<file path="src/rtl/instr_pkg.sv">
// Shared ISA constants for the decoder and the ALU: opcodes, R-type
// function codes and the 4-bit ALU operation encoding.
package instr_pkg;

  // Primary opcodes, instruction[31:26]
  localparam logic [5:0] OP_RTYPE = 6'h00;
  localparam logic [5:0] OP_J     = 6'h02;
  localparam logic [5:0] OP_BEQ   = 6'h04;
  localparam logic [5:0] OP_BNE   = 6'h05;
  localparam logic [5:0] OP_ADDI  = 6'h08;
  localparam logic [5:0] OP_ADDIU = 6'h09;
  localparam logic [5:0] OP_SLTI  = 6'h0A;
  localparam logic [5:0] OP_ANDI  = 6'h0C;
  localparam logic [5:0] OP_ORI   = 6'h0D;
  localparam logic [5:0] OP_XORI  = 6'h0E;
  localparam logic [5:0] OP_LUI   = 6'h0F;
  localparam logic [5:0] OP_LW    = 6'h23;
  localparam logic [5:0] OP_SW    = 6'h2B;

  // R-type function codes, instruction[5:0]
  localparam logic [5:0] FN_SLL  = 6'h00;
  localparam logic [5:0] FN_SRL  = 6'h02;
  localparam logic [5:0] FN_SRA  = 6'h03;
  localparam logic [5:0] FN_ADD  = 6'h20;
  localparam logic [5:0] FN_ADDU = 6'h21;
  localparam logic [5:0] FN_SUB  = 6'h22;
  localparam logic [5:0] FN_SUBU = 6'h23;
  localparam logic [5:0] FN_AND  = 6'h24;
  localparam logic [5:0] FN_OR   = 6'h25;
  localparam logic [5:0] FN_XOR  = 6'h26;
  localparam logic [5:0] FN_NOR  = 6'h27;
  localparam logic [5:0] FN_SLT  = 6'h2A;

  // ALU operation codes
  localparam logic [3:0] ALU_AND = 4'b0000;
  localparam logic [3:0] ALU_OR  = 4'b0001;
  localparam logic [3:0] ALU_ADD = 4'b0010;
  localparam logic [3:0] ALU_XOR = 4'b0011;
  localparam logic [3:0] ALU_SLL = 4'b0100;
  localparam logic [3:0] ALU_SRL = 4'b0101;
  localparam logic [3:0] ALU_SUB = 4'b0110;
  localparam logic [3:0] ALU_SLT = 4'b0111;
  localparam logic [3:0] ALU_SRA = 4'b1000;
  localparam logic [3:0] ALU_LUI = 4'b1001;
  localparam logic [3:0] ALU_NOR = 4'b1100;

endpackage

</file>
<file path="src/rtl/instruction_decode_ctrl.sv">
// Combinational opcode/funct -> control-signal table.
// Optional illegal-instruction flag: DECODE_ILLEGAL_FLAG_EN.
module instruction_decode_ctrl
  import instr_pkg::*;
(
  input  logic [5:0] opcode,
  input  logic [5:0] funct,
`ifdef DECODE_ILLEGAL_FLAG_EN
  output logic       illegal_s,
`endif
  output logic       regwrite_s,
  output logic       memwrite_s,
  output logic       memread_s,
  output logic [3:0] alu_op_s,
  output logic       imm_reg_s
);

  logic unknown_s;

  // Control table: safe defaults (no writes, ALU add) then per-opcode overrides
  always_comb begin
    regwrite_s = 1'b0;
    memwrite_s = 1'b0;
    memread_s  = 1'b0;
    alu_op_s   = ALU_ADD;
    imm_reg_s  = 1'b0;
    unknown_s  = 1'b0;
    case (opcode)
      OP_RTYPE: begin
        regwrite_s = 1'b1;
        case (funct)
          FN_ADD, FN_ADDU: alu_op_s = ALU_ADD;
          FN_SUB, FN_SUBU: alu_op_s = ALU_SUB;
          FN_AND:          alu_op_s = ALU_AND;
          FN_OR:           alu_op_s = ALU_OR;
          FN_XOR:          alu_op_s = ALU_XOR;
          FN_NOR:          alu_op_s = ALU_NOR;
          FN_SLT:          alu_op_s = ALU_SLT;
          FN_SLL:          alu_op_s = ALU_SLL;
          FN_SRL:          alu_op_s = ALU_SRL;
          FN_SRA:          alu_op_s = ALU_SRA;
          default: begin
            // Unrecognised funct must not disturb the register file
            regwrite_s = 1'b0;
            alu_op_s   = ALU_ADD;
            unknown_s  = 1'b1;
          end
        endcase
      end
      OP_ADDI, OP_ADDIU: begin
        regwrite_s = 1'b1;
        imm_reg_s  = 1'b1;
        alu_op_s   = ALU_ADD;
      end
      OP_ANDI: begin
        regwrite_s = 1'b1;
        imm_reg_s  = 1'b1;
        alu_op_s   = ALU_AND;
      end
      OP_ORI: begin
        regwrite_s = 1'b1;
        imm_reg_s  = 1'b1;
        alu_op_s   = ALU_OR;
      end
      OP_XORI: begin
        regwrite_s = 1'b1;
        imm_reg_s  = 1'b1;
        alu_op_s   = ALU_XOR;
      end
      OP_SLTI: begin
        regwrite_s = 1'b1;
        imm_reg_s  = 1'b1;
        alu_op_s   = ALU_SLT;
      end
      OP_LUI: begin
        regwrite_s = 1'b1;
        imm_reg_s  = 1'b1;
        alu_op_s   = ALU_LUI;
      end
      OP_LW: begin
        regwrite_s = 1'b1;
        memread_s  = 1'b1;
        imm_reg_s  = 1'b1;
        alu_op_s   = ALU_ADD;
      end
      OP_SW: begin
        memwrite_s = 1'b1;
        imm_reg_s  = 1'b1;
        alu_op_s   = ALU_ADD;
      end
      OP_BEQ, OP_BNE: begin
        // Branch compares by subtraction, nothing is written
        alu_op_s = ALU_SUB;
      end
      OP_J: begin
        alu_op_s = ALU_ADD;
      end
      default: begin
        unknown_s = 1'b1;
      end
    endcase
  end

`ifdef DECODE_ILLEGAL_FLAG_EN
  assign illegal_s = unknown_s;
`else
  // Without the flag port the unknown indication has no consumer
  logic unused_s;
  assign unused_s = unknown_s;
`endif

endmodule

</file>
<file path="src/rtl/instruction_decode.sv">
// MIPS-style instruction decoder with registered outputs (fetch-to-decode
// pipeline register). Optional illegal output: DECODE_ILLEGAL_FLAG_EN.
module instruction_decode
  import instr_pkg::*;
(
  input  logic        clk,
  input  logic        rst,
  input  logic [31:0] instruction,
  output logic [5:0]  opcode,
  output logic [25:0] adr,
  output logic [4:0]  rs,
  output logic [4:0]  rt,
  output logic [4:0]  rd,
  output logic [4:0]  shamt,
  output logic [5:0]  funct,
  output logic [15:0] imm,
  output logic        regwrite,
  output logic        memwrite,
  output logic        memread,
  output logic [3:0]  aluOp,
`ifdef DECODE_ILLEGAL_FLAG_EN
  output logic        illegal,
`endif
  output logic        immReg
);

  logic       regwrite_s;
  logic       memwrite_s;
  logic       memread_s;
  logic [3:0] alu_op_s;
  logic       imm_reg_s;
  logic [4:0] rd_s;
`ifdef DECODE_ILLEGAL_FLAG_EN
  logic       illegal_s;
`endif

  instruction_decode_ctrl u_ctrl (
    .opcode     (instruction[31:26]),
    .funct      (instruction[5:0]),
`ifdef DECODE_ILLEGAL_FLAG_EN
    .illegal_s  (illegal_s),
`endif
    .regwrite_s (regwrite_s),
    .memwrite_s (memwrite_s),
    .memread_s  (memread_s),
    .alu_op_s   (alu_op_s),
    .imm_reg_s  (imm_reg_s)
  );

  // Destination register: rd field for R-type, rt field for everything else
  always_comb begin
    rd_s = instruction[20:16];
    if (instruction[31:26] == OP_RTYPE) begin
      rd_s = instruction[15:11];
    end else begin
      rd_s = instruction[20:16];
    end
  end

  // Output register: clears on synchronous active-low reset, else captures decode
  always_ff @(posedge clk) begin
    if (!rst) begin
      opcode   <= 6'd0;
      adr      <= 26'd0;
      rs       <= 5'd0;
      rt       <= 5'd0;
      rd       <= 5'd0;
      shamt    <= 5'd0;
      funct    <= 6'd0;
      imm      <= 16'd0;
      regwrite <= 1'b0;
      memwrite <= 1'b0;
      memread  <= 1'b0;
      aluOp    <= 4'd0;
      immReg   <= 1'b0;
`ifdef DECODE_ILLEGAL_FLAG_EN
      illegal  <= 1'b0;
`endif
    end else begin
      opcode   <= instruction[31:26];
      adr      <= instruction[25:0];
      rs       <= instruction[25:21];
      rt       <= instruction[20:16];
      rd       <= rd_s;
      shamt    <= instruction[10:6];
      funct    <= instruction[5:0];
      imm      <= instruction[15:0];
      regwrite <= regwrite_s;
      memwrite <= memwrite_s;
      memread  <= memread_s;
      aluOp    <= alu_op_s;
      immReg   <= imm_reg_s;
`ifdef DECODE_ILLEGAL_FLAG_EN
      illegal  <= illegal_s;
`endif
    end
  end

endmodule

</file>
<file path="config.mk">
export PLATFORM = sky130hd
export DESIGN_NAME = instruction_decode
export DESIGN_NICKNAME = d
export VERILOG_FILES = /design/src/rtl/instr_pkg.sv /design/src/rtl/instruction_decode_ctrl.sv /design/src/rtl/instruction_decode.sv
export SDC_FILE = /design/constraint.sdc
export NUM_CORES = 1
export LEC_CHECK = 0
export ABC_AREA = 0
export ABC_CLOCK_PERIOD_IN_PS = 1400
export BUFFER_PORTS_ARGS = -buffer_cell sky130_fd_sc_hd__buf_2
export CAP_MARGIN = 20
export CORE_ASPECT_RATIO = 1.25
export CORE_MARGIN = 5
export CORE_UTILIZATION = 38
export DETAILED_ROUTE_END_ITERATION = 8
export PLACE_DENSITY = 0.76
export SLEW_MARGIN = 10
export SYNTH_ARGS = -nofsm -noshare
export SYNTH_HDL_FRONTEND = slang
export SYNTH_HIERARCHICAL = 1
export SYNTH_SLANG_ARGS = --single-unit
</file>
<file path="constraint.sdc">
create_clock -name clk -period 1.4 [get_ports clk]
set_input_delay 0.07 -clock clk [delete_from_list [all_inputs] [get_ports clk]]
set_output_delay 0.07 -clock clk [all_outputs]
set_load 0.02 [all_outputs]
</file>
[After elaboration in Yosys (flattened, before gate mapping)]
Index checks and enable logic that the tools add are counted.
Storage, ports and cells
  logic and storage cells: 50
  register bits: 82
  output and inout port bits: 82
  input port bits: 34
Operators by class
  reduce and logical (&&, ||, !) cells: 7
  muxes and demuxes: 8
  eq/ne operators: 22
Operators with widths (number)
  equality test 6 bit (second input constant): 11
  equality test 6 x 4 -> 1 bit (second input constant): 7
  case mux 4 bit (9 select lines): 1
  case mux 4 bit (7 select lines): 1
  equality test 6 x 2 -> 1 bit (second input constant): 2
  equality test 6 x 3 -> 1 bit (second input constant): 2
  logical NOT 6 bit: 2
  OR reduction 12 bit: 1
  OR reduction 9 bit: 1
  OR reduction 8 bit: 1
  2-to-1 mux 5 bit: 1
  2-to-1 mux 1 bit: 4
  OR reduction 2 bit: 2
  case mux 1 bit (2 select lines): 1

[Longest topological paths before layout]
  depth in word-level cells: 4
  gate-level depth with buffers: 6
  mapped depth without buffers: 5

[By module]
The synthesis kept the hierarchy.
Modules (own cells, without submodules)
  instruction_decode: area each 1532.7 um^2, sequential area each 900.9 um^2, instances 1, cells an instance 134
  instruction_decode_ctrl: area each 304.0 um^2, sequential area each 0.0 um^2, instances 1, cells an instance 49

[Worst setup path before layout]
OpenSTA, ideal clock, no wires.
  path type: input-to-reg
  start: in instruction[29]
  end: reg aluOp[3]
  setup time: 0.059 ns
  arrival: 1.457 ns
  data required time: 1.341 ns
  cell stages on the path: 6
  path buffers: 1
  setup slack: -0.116 ns
  cells stage by stage: buf_6 > or3_4 > or4_4 > o32a_1 > nor2_1 > and2_1
On the way
  word-level cells in the longest chain between the ends: 3
  elaborated cells between the ends (all ways): 10
  classes of those cells: eq/ne: 7; mux: 1; reduce/logical: 2
RTL lines
  from (decl): line instruction_decode.sv:8  | input logic [31:0] instruction,
  equality test 6 x 3 -> 1 bit
  OR reduction 2 bit: line instruction_decode_ctrl.sv:28  | case (opcode)
  case mux 4 bit (7 select lines) (*): line instruction_decode_ctrl.sv:28
  net alu_op_s[3]: line instruction_decode.sv:30  | logic [3:0] alu_op_s;
  to (signal assigned): line instruction_decode.sv:91  | aluOp <= alu_op_s;
  to (decl): line instruction_decode.sv:20  | output logic [3:0] aluOp,
Mark *: on every way through the listed nets, which the timed path passes. The rest lies on a longest branch.
A chain may end at the register's enable or synchronous reset.

[Worst setup path in the final report]
  start: in instruction[27]
  end: reg aluOp[3]
The elaborated chain is that of the path after synthesis.

==> reports/results.txt <==
CP max FO: 3
N_diodes: 0
Die Footprint: 6330 µm²
Largest net degree at the start of global routing: 23
Final setup margin: 0.142 ns
DIE HEIGHT: 87.7 µm
Io pins: 116
CTS tree: done
Worst slew pin tran: 0.307 ns
Routed Wire Length: 4390 µm
Starting density of the core: 0.388
Leak pwr: 1.30 nW
# placed instances: 323
Place WS: -0.153 ns
Fmax: 0.795 GHz
Vias in the first global route: 1412
Total power divided by cell area: 1080 nW/µm²
Global route overflow: 0
Hold/Removal Path Class: in -> reg
Synth-to-Final Area Change: 36.7%
Max Cap Viol: 0
FP Rows: 28
Max clock buf depth: 2
Critical Path RT: 1.64 ns
Nets: 321
Mapped Cells: 183
Drt pass-1 iters: 4
CTS H-tree lvls: 2
Worst VDD drop: 0.337 mV
Psw: 0.725 mW
Placer Congestion: 0.788
Placement Cell Area: 2240 µm²
CTS buffer count: 5
Worst setup path category: in -> reg
Clock transition at path regs: 0.08 ns
Final period util: 0.898
First-pass GRT wire length: 6530 µm
Final setup violation count: 0
Synth unique cells: 36
Area of the mapped netlist: 1840 µm²
Slew margin rel.: 0.794
Worst EP arrival: 1.50 ns
GRT Util Overall: 0.136
Clock share of power: 0.310
Finished Layout Cells: 348
Sequential area share after synthesis: 0.490
Antenna-violating nets left: 0
Status: completed
Yosys reg bits: 45
Switch share: 0.266
Ys Warns: 6
DR vias: 1526
IO buf count: 115
Fin. Hold Viols: 0
Initial DRC Count: 48
Reg power frac: 0.501
Syn avg cell area: 10.0 µm²
Hold depth: 2
Comb power frac: 0.188
Share of cells above drive strength 1: 0.479
Worst setup EP type: register
Postcts setup bufs: 0
Number of vias per cell: 4.39
# DRC: 0
Syn Nets: 217
TritonCTS Sinks: 45
HPWL Detailed: 3280 µm
Min cycle time layout: 1.26 ns
Root buffer selected by CTS: clkbuf_8
Core area: 4730 µm²
Chip width: 72.2 µm
Unrepaired setup endpoints after global routing: false
P_int: 2.00 mW
Max-slew violation count: 0
CP Launch Type: input port
Initial antenna violation count: 0
Routed len/inst: 12.6 µm
Fin area: 2510 µm²
## through the flow
stage / hold slack [ns] / total power [mW] / util / setup TNS, ns
3_5_place_dp: 0.279 / 1.88 / 0.474 / -0.284
2_1_floorplan: 0.192 / 1.73 / - / -0.0729
4_1_cts: 0.00000172 / 2.75 / 0.527 / 0
3_3_place_gp: 0.276 / 1.87 / 0.474 / -0.223
6_report: 0.00845 / 2.72 / 0.531 / 0
5_1_grt: 0.00903 / 2.87 / 0.531 / 0
## synthesized netlist by cell type
library cell | instances | share of area
o211ai_1 | 1 | 0.0041
mux2_1 | 5 | 0.031
nand2_2 | 1 | 0.0034
o21bai_1 | 1 | 0.0041
buf_6 | 1 | 0.0061
o22ai_1 | 2 | 0.0068
or3_1 | 1 | 0.0034
a31oi_1 | 1 | 0.0034
o32a_1 | 1 | 0.0054
o32ai_1 | 1 | 0.0048
inv_1 | 3 | 0.0061
o21ai_0 | 2 | 0.0054
nand2b_1 | 2 | 0.0068
a311oi_1 | 1 | 0.0048
nand4b_1 | 1 | 0.0048
nand2_1 | 5 | 0.010
or4_4 | 1 | 0.0061
nand3_1 | 2 | 0.0054
or2_2 | 2 | 0.0068
xor2_1 | 1 | 0.0048
o31ai_1 | 1 | 0.0041
a221oi_1 | 1 | 0.0048
nor2_1 | 5 | 0.010
nor4_4 | 1 | 0.012
clkbuf_1 | 5 | 0.010
nor2b_1 | 1 | 0.0034
buf_4 | 37 | 0.15
and2_1 | 39 | 0.13
or3_4 | 1 | 0.0061
o21a_1 | 1 | 0.0041
and2_2 | 1 | 0.0041
dfxtp_1 | 45 | 0.49
nor3_1 | 2 | 0.0054
o2111a_1 | 1 | 0.0061
a21oi_1 | 5 | 0.014
nor3b_1 | 2 | 0.0082
## critical path, cell delays in order
cell and delay [ns]:
buf_2 0.11, or3_4 0.39, or4_4 0.43, o32a_1 0.30
nor2_1 0.08, and2_1 0.12
## area by class of cell
| cell class | count | area (µm²) |
|---|---|---|
| inverters | 3 | 11.3 |
| repair buffers | 140 | 806 |
| well taps | 60 | 75.1 |
| fillers | 441 | 2220 |
| flip-flops and latches | 45 | 901 |
| multi-input cells | 92 | 617 |
| clock inverters | 1 | 5.00 |
| clock buffers | 7 | 96.3 |
## sequential cells by signal (all words and copies together) (netlist names)
register / count
adr: 26
aluOp: 4
immReg: 1
memread: 1
memwrite: 1
opcode: 6
rd: 5
regwrite: 1
## power groups by stage
| stage | Combinational, mW | Sequential (mW) | Clock, mW |
|---|---|---|---|
| 2_1_floorplan | 0.255 | 1.48 | 0 |
| 3_3_place_gp | 0.476 | 1.39 | 0 |
| 3_5_place_dp | 0.480 | 1.40 | 0 |
| 4_1_cts | 0.513 | 1.37 | 0.872 |
| 5_1_grt | 0.553 | 1.37 | 0.943 |
| 6_report | 0.513 | 1.37 | 0.845 |
## cells by family (layout without fill, tap and decap cells)
| group | count (synthesis) | in the layout | share of synthesized area |
|---|---|---|---|
| flops | 45 | 45 | 0.490 |
| buf+inv | 46 | 151 | 0.174 |
| simple gates | 67 | 67 | 0.229 |
| xor+xnor | 1 | 1 | 0.00477 |
| mux | 5 | 5 | 0.0307 |
| compound gates | 19 | 19 | 0.0715 |
## layout by cell type (no fill, tap or decap), types with 2 or more instances in the layout
| cell | Yosys | layout |
|---|---|---|
| mux2_1 | 5 | 5 |
| o21ai_0 | 2 | 2 |
| nand3_1 | 2 | 2 |
| nor2_1 | 5 | 5 |
| a21oi_1 | 5 | 5 |
| nand2_1 | 5 | 5 |
| nor3_1 | 2 | 2 |
| dfxtp_1 | 45 | 45 |
| or2_2 | 2 | 2 |
| nor3b_1 | 2 | 2 |
| clkbuf_8 | 0 | 7 |
| nand2b_1 | 2 | 2 |
| buf_2 | 0 | 115 |
| inv_1 | 3 | 3 |
| dlygate4sd3_1 | 0 | 17 |
| buf_4 | 37 | 8 |
| and2_1 | 39 | 39 |
| o22ai_1 | 2 | 2 |
## path summary, 6_finish.rpt
path | start | to
min | instruction[15] | adr[15]
max | instruction[27] | aluOp[3]
## layer usage
layer	up-vias	routed length [µm]	GRT usage
met5	-	0	0
met4	0	152	0.0872
met3	13	428	0.0471
met2	80	2190	0.231
met1	667	1620	0.142
li1	766	-	-
## repair_timing
| action | in CTS | in global routing |
|---|---|---|
| setup endpoints to repair | 0 | 0 |
| hold buffers | 15 | 2 |
| resized for setup | 0 | 0 |
| hold endpoints to repair | 15 | 2 |
Note: power is estimated with default switching activity, not from simulation.
